<file path="config.mk">
export PLATFORM = sky130hd
export DESIGN_NAME = board_uart_tx_flat
export DESIGN_NICKNAME = d
export VERILOG_FILES = /design/src/rtl/board_uart_tx_if.sv /design/src/rtl/board_uart_tx.sv /design/src/flat_wrapper.sv
export SDC_FILE = /design/constraint.sdc
export NUM_CORES = 1
export LEC_CHECK = 0
export BUFFER_PORTS_ARGS = -buffer_cell sky130_fd_sc_hd__buf_2
export CAP_MARGIN = 20
export CORE_UTILIZATION = 56
export CTS_CLUSTER_DIAMETER = 120
export DETAILED_ROUTE_END_ITERATION = 12
export PLACE_DENSITY = 0.81
export SYNTH_ARGS = -nofsm -noshare
export SYNTH_HDL_FRONTEND = slang
export SYNTH_SLANG_ARGS = --single-unit
</file>
<file path="constraint.sdc">
create_clock -name clk -period 3.62 [get_ports clk]
set_input_delay 0.181 -clock clk [delete_from_list [all_inputs] [get_ports clk]]
set_output_delay 0.181 -clock clk [all_outputs]
set_load 0.02 [all_outputs]
</file>
<file path="src/rtl/board_uart_tx_if.sv">
// board_uart_tx_if: snapshot request, board/generation inputs and UART line outputs.
interface board_uart_tx_if;
   logic         start;
   logic [255:0] board;
   logic [15:0]  generation;
   logic         tx;
   logic         busy;
   logic         done;
   modport master(output start, board, generation, input tx, busy, done);
   modport slave(input start, board, generation, output tx, busy, done);
endinterface

</file>
<file path="src/rtl/board_uart_tx.sv">
// board_uart_tx: sends header, generation, board and checksum as a 36-byte 8N1 UART packet.
module board_uart_tx #(
   parameter int CLKS_PER_BIT = 868
) (
   input logic           clk,
   input logic           reset,
   board_uart_tx_if.slave bus
);
   localparam int W = $clog2(CLKS_PER_BIT);
   typedef enum logic [1:0] {IDLE, START, DATA, STOP} state_t;
   state_t       state, state_n;
   logic [W-1:0] baud, baud_n;
   logic [2:0]   bit_idx, bit_n;
   logic [5:0]   byte_idx, byte_n;
   logic [7:0]   csum, csum_n, cur;
   logic [255:0] snap, snap_n;
   logic [15:0]  gen, gen_n;
   logic         tx, tx_n, done, done_n, tick;
   assign tick = baud == W'(CLKS_PER_BIT - 1);
   // snap shifts left after each board byte, so its top byte is always the next one to send
   assign cur = byte_idx == 6'd0  ? 8'hA5 :
                byte_idx == 6'd1  ? gen[15:8] :
                byte_idx == 6'd2  ? gen[7:0] :
                byte_idx == 6'd35 ? csum : snap[255:248];
   assign bus.tx   = tx;
   assign bus.busy = state != IDLE;
   assign bus.done = done;
   always_comb begin
      state_n = state;
      baud_n  = (state == IDLE || tick) ? '0 : baud + 1'b1;
      bit_n   = bit_idx;
      byte_n  = byte_idx;
      csum_n  = csum;
      snap_n  = snap;
      gen_n   = gen;
      tx_n    = tx;
      done_n  = 1'b0;
      case (state)
         IDLE: if (bus.start) begin
            state_n = START;
            tx_n    = 1'b0;
            bit_n   = 3'd0;
            byte_n  = 6'd0;
            csum_n  = 8'd0;
            snap_n  = bus.board;
            gen_n   = bus.generation;
         end
         START: if (tick) begin
            state_n = DATA;
            tx_n    = cur[0];
         end
         DATA: if (tick) begin
            bit_n   = bit_idx + 3'd1;
            state_n = bit_idx == 3'd7 ? STOP : DATA;
            tx_n    = bit_idx == 3'd7 ? 1'b1 : cur[bit_n];
         end
         STOP: if (tick) begin
            csum_n  = csum + ((byte_idx >= 6'd1 && byte_idx <= 6'd34) ? cur : 8'd0);
            snap_n  = (byte_idx >= 6'd3 && byte_idx <= 6'd34) ? {snap[247:0], 8'd0} : snap;
            state_n = byte_idx == 6'd35 ? IDLE : START;
            done_n  = byte_idx == 6'd35;
            tx_n    = byte_idx == 6'd35;
            byte_n  = byte_idx == 6'd35 ? 6'd0 : byte_idx + 6'd1;
         end
         default: state_n = IDLE;
      endcase
   end
   always_ff @(posedge clk) begin
      if (reset) begin
         state    <= IDLE;
         baud     <= '0;
         bit_idx  <= 3'd0;
         byte_idx <= 6'd0;
         csum     <= 8'd0;
         snap     <= '0;
         gen      <= 16'd0;
         tx       <= 1'b1;
         done     <= 1'b0;
      end else begin
         state    <= state_n;
         baud     <= baud_n;
         bit_idx  <= bit_n;
         byte_idx <= byte_n;
         csum     <= csum_n;
         snap     <= snap_n;
         gen      <= gen_n;
         tx       <= tx_n;
         done     <= done_n;
      end
   end
endmodule
</file>
<file path="src/flat_wrapper.sv">
// flat-port wrapper written by rule: the top's interface ports become plain ports
module board_uart_tx_flat 
#(
   parameter int CLKS_PER_BIT = 868
)
  (clk, reset, bus_start, bus_board, bus_generation, bus_tx, bus_busy, bus_done);
  board_uart_tx_if bus_i ();
  input logic clk;
  input logic reset;
  input wire logic [$bits(bus_i.start)-1:0] bus_start;
  input wire logic [$bits(bus_i.board)-1:0] bus_board;
  input wire logic [$bits(bus_i.generation)-1:0] bus_generation;
  output wire logic [$bits(bus_i.tx)-1:0] bus_tx;
  output wire logic [$bits(bus_i.busy)-1:0] bus_busy;
  output wire logic [$bits(bus_i.done)-1:0] bus_done;
  assign bus_i.start = bus_start;
  assign bus_i.board = bus_board;
  assign bus_i.generation = bus_generation;
  assign bus_tx = bus_i.tx;
  assign bus_busy = bus_i.busy;
  assign bus_done = bus_i.done;
  board_uart_tx #(.CLKS_PER_BIT(CLKS_PER_BIT)) u_core (.clk(clk), .reset(reset), .bus(bus_i));
endmodule
</file>
# Word-level counts from Yosys, hierarchy flattened
# Index checks and enable logic that the tools add are counted.
# word_totals
register_bits	303
in_bits	275
out_inout_bits	3
wordCells	81
# classes
addsub	4
magnitude_cmp	4
n_eq_ne	13
n_mux	34
bitwise	2
reduce_logical	15
# op_table
op	count
two-way mux 256 bit	3
one-hot mux 256 bit (2 select lines)	1
two-way mux 8 bit	7
two-way mux 6 bit	3
one-hot mux 8 bit (2 select lines)	1
one-hot mux 6 bit (2 select lines)	1
adder 10 x 1 -> 10 bit (second input constant)	1
== test 10 bit (second input constant)	1
adder 8 bit	1
two-way mux 1 bit	8
two-way mux 2 bit	4
!= test 2 x 1 -> 1 bit (second input constant)	4
one-hot mux 2 bit (4 select lines)	1
AND reduction 4 bit	2
adder 6 x 1 -> 6 bit (second input constant)	1
== test 6 x 1 -> 1 bit (second input constant)	1
== test 6 x 2 -> 1 bit (second input constant)	1
== test 6 bit (second input constant)	1
greater-or-equal comparator 6 x 1 -> 1 bit (second input constant)	1
greater-or-equal comparator 6 x 2 -> 1 bit (second input constant)	1
<= comparator 6 bit (second input constant)	1
logical NOT 6 bit	1
two-way mux 3 bit	2
one-hot mux 3 bit (2 select lines)	1
17 further kinds	23

# Depth between registers and ports, before layout
# logic_depth
depth_word	10
mapped_depth	16
depth_no_buf	15

# Worst setup path before layout
# No wires, ideal clock.
# synth_path
path_type	register to register
startpoint	register u_core.byte_idx[0]
endpoint	register u_core.csum[6]
setup_time_ns	0.128
arrival_ns	2.982
t_required_ns	3.492
path_slack_ns	0.510
stages_incl_launch_ff	17
n_path_buf	2
synth_period_minus_slack_ns	3.110
path_cell_list	dfxtp_1 > ha_1 > buf_2 > nand3_1 > clkbuf_1 > a221oi_1 > o21a_1 > nor2_1 > ha_1 > fa_1 > a21o_1 > a21oi_1 > o21bai_1 > a21oi_1 > xnor2_1 > a22oi_1 > nor2_1
# synth_between
elab_chain_len	9
word_cells_on_any_way	15
classes_between	add/sub (1); order compare (2); eq/ne (3); mux (7); reduce/logical (2)
# synth_rtl
item	line_no	source
from (decl)	board_uart_tx.sv:14	logic [5:0] byte_idx, byte_n;
from (signal assigned)	board_uart_tx.sv:83	byte_idx <= byte_n;
== test 6 bit	board_uart_tx.sv:24	byte_idx == 6'd35 ? csum : snap[255:248];
two-way mux 8 bit	board_uart_tx.sv:24	
two-way mux 8 bit	board_uart_tx.sv:23	byte_idx == 6'd2 ? gen[7:0] :
two-way mux 8 bit	board_uart_tx.sv:22	byte_idx == 6'd1 ? gen[15:8] :
two-way mux 8 bit	board_uart_tx.sv:21	assign cur = byte_idx == 6'd0 ? 8'hA5 :
two-way mux 8 bit (*)	board_uart_tx.sv:58	csum_n = csum + ((byte_idx >= 6'd1 && byte_idx <= 6'd34) ? cur : 8'd0);
adder 8 bit (*)	board_uart_tx.sv:58	
two-way mux 8 bit (*)	board_uart_tx.sv:57	STOP: if (tick) begin
one-hot mux 8 bit (2 select lines) (*)	board_uart_tx.sv:38	case (state)
to (signal assigned)	board_uart_tx.sv:84	csum <= csum_n;
to (decl)	board_uart_tx.sv:15	logic [7:0] csum, csum_n, cur;
# Every way passes the cells marked *; elsewhere a longest branch is shown, timed or not. The select of a mux whose other input is x is not followed.
# A chain may end at the register's enable or synchronous reset.

# Worst setup path in the final report
# Ends and elaborated chain as after synthesis.

==> run metrics <==
per-cell routed wire length 18.11 µm; cell count after placement 1,983; average cell area after synthesis around 9.7 µm²; number of max-capacitance violations reported 0; post-synthesis instance area 0.01436 mm²; clock tree from TritonCTS done; post-synthesis register bit count around 300; standby leakage power between 0.007 and 0.008 µW; final critical path time including I/O delays and setup 3.279 ns; Worst Setup Slack, final 0.3408 ns; initial antenna violation count 4; Critical Path Start u_core.byte_idx[0]; sequential share of the synthesized area 42.24%; highest clock frequency the design can meet ~0.30 GHz; IO Port Bufs 277; buffer depth of the longest clock path 3; initial DRC count 877; worst min-delay path category in2reg; Synth area leaders dfxtp_1 42%, mux2i_1 18%, a211oi_1 9.4%; Post-DP HPWL 22.85 mm; outcome complete, no violations; worst IR drop on VDD 0.0009436 V; critical hold path startpoint bus_board[87]; power density over cell area 765.8 mW/mm²; setup TNS after final layout 0 ns; maximum level of the CTS H-tree 1; Yosys top cell area share 42.24%; core box area 0.02518 mm²; post-synthesis net count 1,783; number of buffers added by the clock tree synthesis step 31; reg-to-reg startpoint u_core.byte_idx[0]; proportion of layout cells with a drive suffix above 1 a little under a quarter; Overflow after GRT 0; actual slew at the worst max-slew pin 1.106 ns; non-filler cells in the finished layout 2,234; Final #Nets 2,173; Initial Utilization 57.03%; Die Area approximately 0.026 mm²; die boundary height 162.1 µm; share of the clock period used by the worst path after layout 90.58%; source-to-sink clock delay at the later pin of the worst-skew pair ~0.55 ns; Clock transition at path regs 0.06 ns; RD Place Congestion 0.8696; number of detailed-routing iterations run before antenna repair 5; final setup violation count 0; total setup buffers inserted after CTS 0; worst slack after detailed placement 0.2222 ns; worst path required time 4.03 ns; arrival time at the worst endpoint ~3.7 ns; area overhead of the layout relative to synthesis 29.52%; ys async rst share 0%; number of library cell types mapped by synthesis 50; Setup CP Type reg2reg; number of sinks driven by the clock tree 303; nature of the critical path endpoint register; EDFF count, synth 0; row cnt 58; setup repair after global routing missed its margin no; # DRC 0; vias per std cell 5.652; Total GRT Usage 29.83%; synthesized instance count 1,488; post-route antenna net violation count 0; total detailed-routing wirelength just over 40 mm; final-report hold violation count 0; worst hold margin 0.01263 ns; number of slew-limit violations in the final report 0; count of vias placed by the detailed router 12,626; root buf cell clkbuf_16; pin count of the biggest net entering global routing 139; most area-hungry cell type in the Yosys netlist dfxtp_1; die boundary width 162.1 µm; worst clock skew 0.01006 ns; Ports 278; Synthesis Warnings 0; ys flop type dfxtp_1; worst-path fanout max 10; Max-slew headroom 26.25%; via count of the first global-routing pass 12,957; wire length of the first global-routing pass 63.98 mm; Critical Path Start Type register
[repair_timing]
item | CTS | global route
endpoints found under the setup margin | 0 | 2
hold buffers | 192 | 0
hold endpoints to repair | 192 | 0
gates resized for setup | 0 | 5
[area by class of cell]
cell class                 instances  area (µm²)
fill                            1634        6581
timing repair buffer             487        3541
clock buffer                      45       908.4
tap                              330       412.9
multi-input combinational       1045        7516
sequential                       303        6066
antenna                            4       10.01
clock inverter                    10       108.9
inverter                          10       37.54
[through the flow]
step           instance area [µm²]  power [µW]  utilization [%]
2_1_floorplan                14360       10040                -
3_3_place_gp                 15640       10390            62.09
3_5_place_dp                 15640       10630            62.09
4_1_cts                      18580       14010            73.77
5_1_grt                      18600       15110            73.86
6_report                     18600       14250            73.86
[cells in the mapped netlist, drive strengths merged, types with 4 or more instances]
library cell and number:
o21ai 21, clkbuf 66, nand3 13, xnor2 10, a21o 4, a211oi 251
dfxtp 303, nand3b 4, a21oi 30, a221oi 6, a22oi 19, nand2 52
nand4 6, inv 10, xor2 7, buf 64, nor2 309, nor3 5
mux2i 252, ha 19
[kinds of logic (layout without fill, tap and decap cells)]
family,after synthesis,after routing,share of synthesized area [%]
flops,303,303,42.24
simple gates,409,409,11.63
buf+inv,140,552,5.698
other cells,0,4,0
fa+ha+maj,20,20,1.795
compound gates,347,347,20.04
mux,252,252,17.56
xor+xnor,17,17,1.037
[critical path: stages (launching register included)]
cell and delay [ns]:
dfxtp_1 0.45, ha_2 0.35, nand3_1 0.16, a221oi_1 0.31, o21a_1 0.24, nor2_1 0.06, ha_1 0.22, fa_1 0.40
a21o_1 0.18, a21oi_1 0.21, o21bai_1 0.09, a21oi_1 0.18, xnor2_1 0.08, a22oi_1 0.15, nor2_1 0.05
[path summary, 6_finish.rpt]
path / endpoint / slack (ns) / cells past startpoint
setup / recovery: u_core.csum[6] / 0.34 / 14
setup reg to reg: u_core.csum[6] / 0.34 / 14
hold / removal: u_core.snap[87] / 0.01 / 3
hold reg to reg: u_core.gen[7] / 0.47 / 2
[state kept, by name, summed over array words and instances (netlist names), 2 cells and up]
register,count
u_core.state,2
u_core.gen,16
u_core.csum,8
u_core.baud,10
u_core.bit_idx,3
u_core.snap,256
u_core.byte_idx,6
[report_power, final]
| part | switching [µW] | internal, µW |
|---|---|---|
| Combinational | 3610 | 2270 |
| Clock | 1310 | 1870 |
| Sequential | 683 | 4500 |
[layer usage]
| layer | wire, µm | track usage, % | up-vias | part of all wire, % |
|---|---|---|---|---|
| li1 | - | - | 6164 | - |
| met1 | 16770 | 35.01 | 5893 | 41 |
| met2 | 19940 | 52.63 | 424 | 49 |
| met3 | 2010 | 5.414 | 145 | 5.0 |
| met4 | 1750 | 13.64 | 0 | 4.3 |
| met5 | 0 | 0 | - | 0 |
[layout by cell type, fill, tap and decap left out, types with 3 or more instances in the layout]
cell           synthesis  routed
a211oi_1             179     179
a211oi_2              71      71
a21o_1                 4       4
a21oi_1               30      29
a221oi_1               6       6
a22oi_1               19      19
and2_1                 3       3
and3_1                 3       3
buf_12                 0       7
buf_2                 15     276
buf_4                 23      11
clkbuf_1              66       6
clkbuf_16              0      31
clkbuf_8               0       8
clkinv_2               0       5
dfxtp_1              303     303
diode_2                0       4
dlygate4sd3_1          0     192
ha_1                  19      16
inv_1                 10      10
mux2i_1              252     252
nand2_1               52      51
nand2b_1               3       3
nand3_1               13      13
nand3b_1               4       4
nand4_1                4       4
nor2_1               309     309
nor2b_1                3       3
nor3_1                 3       3
o21a_1                 3       3
o21ai_0               18      17
o21ai_1                3       4
or3_1                  3       3
xnor2_1               10      10
xor2_1                 7       7
Note: power is estimated with default switching activity, not from simulation.
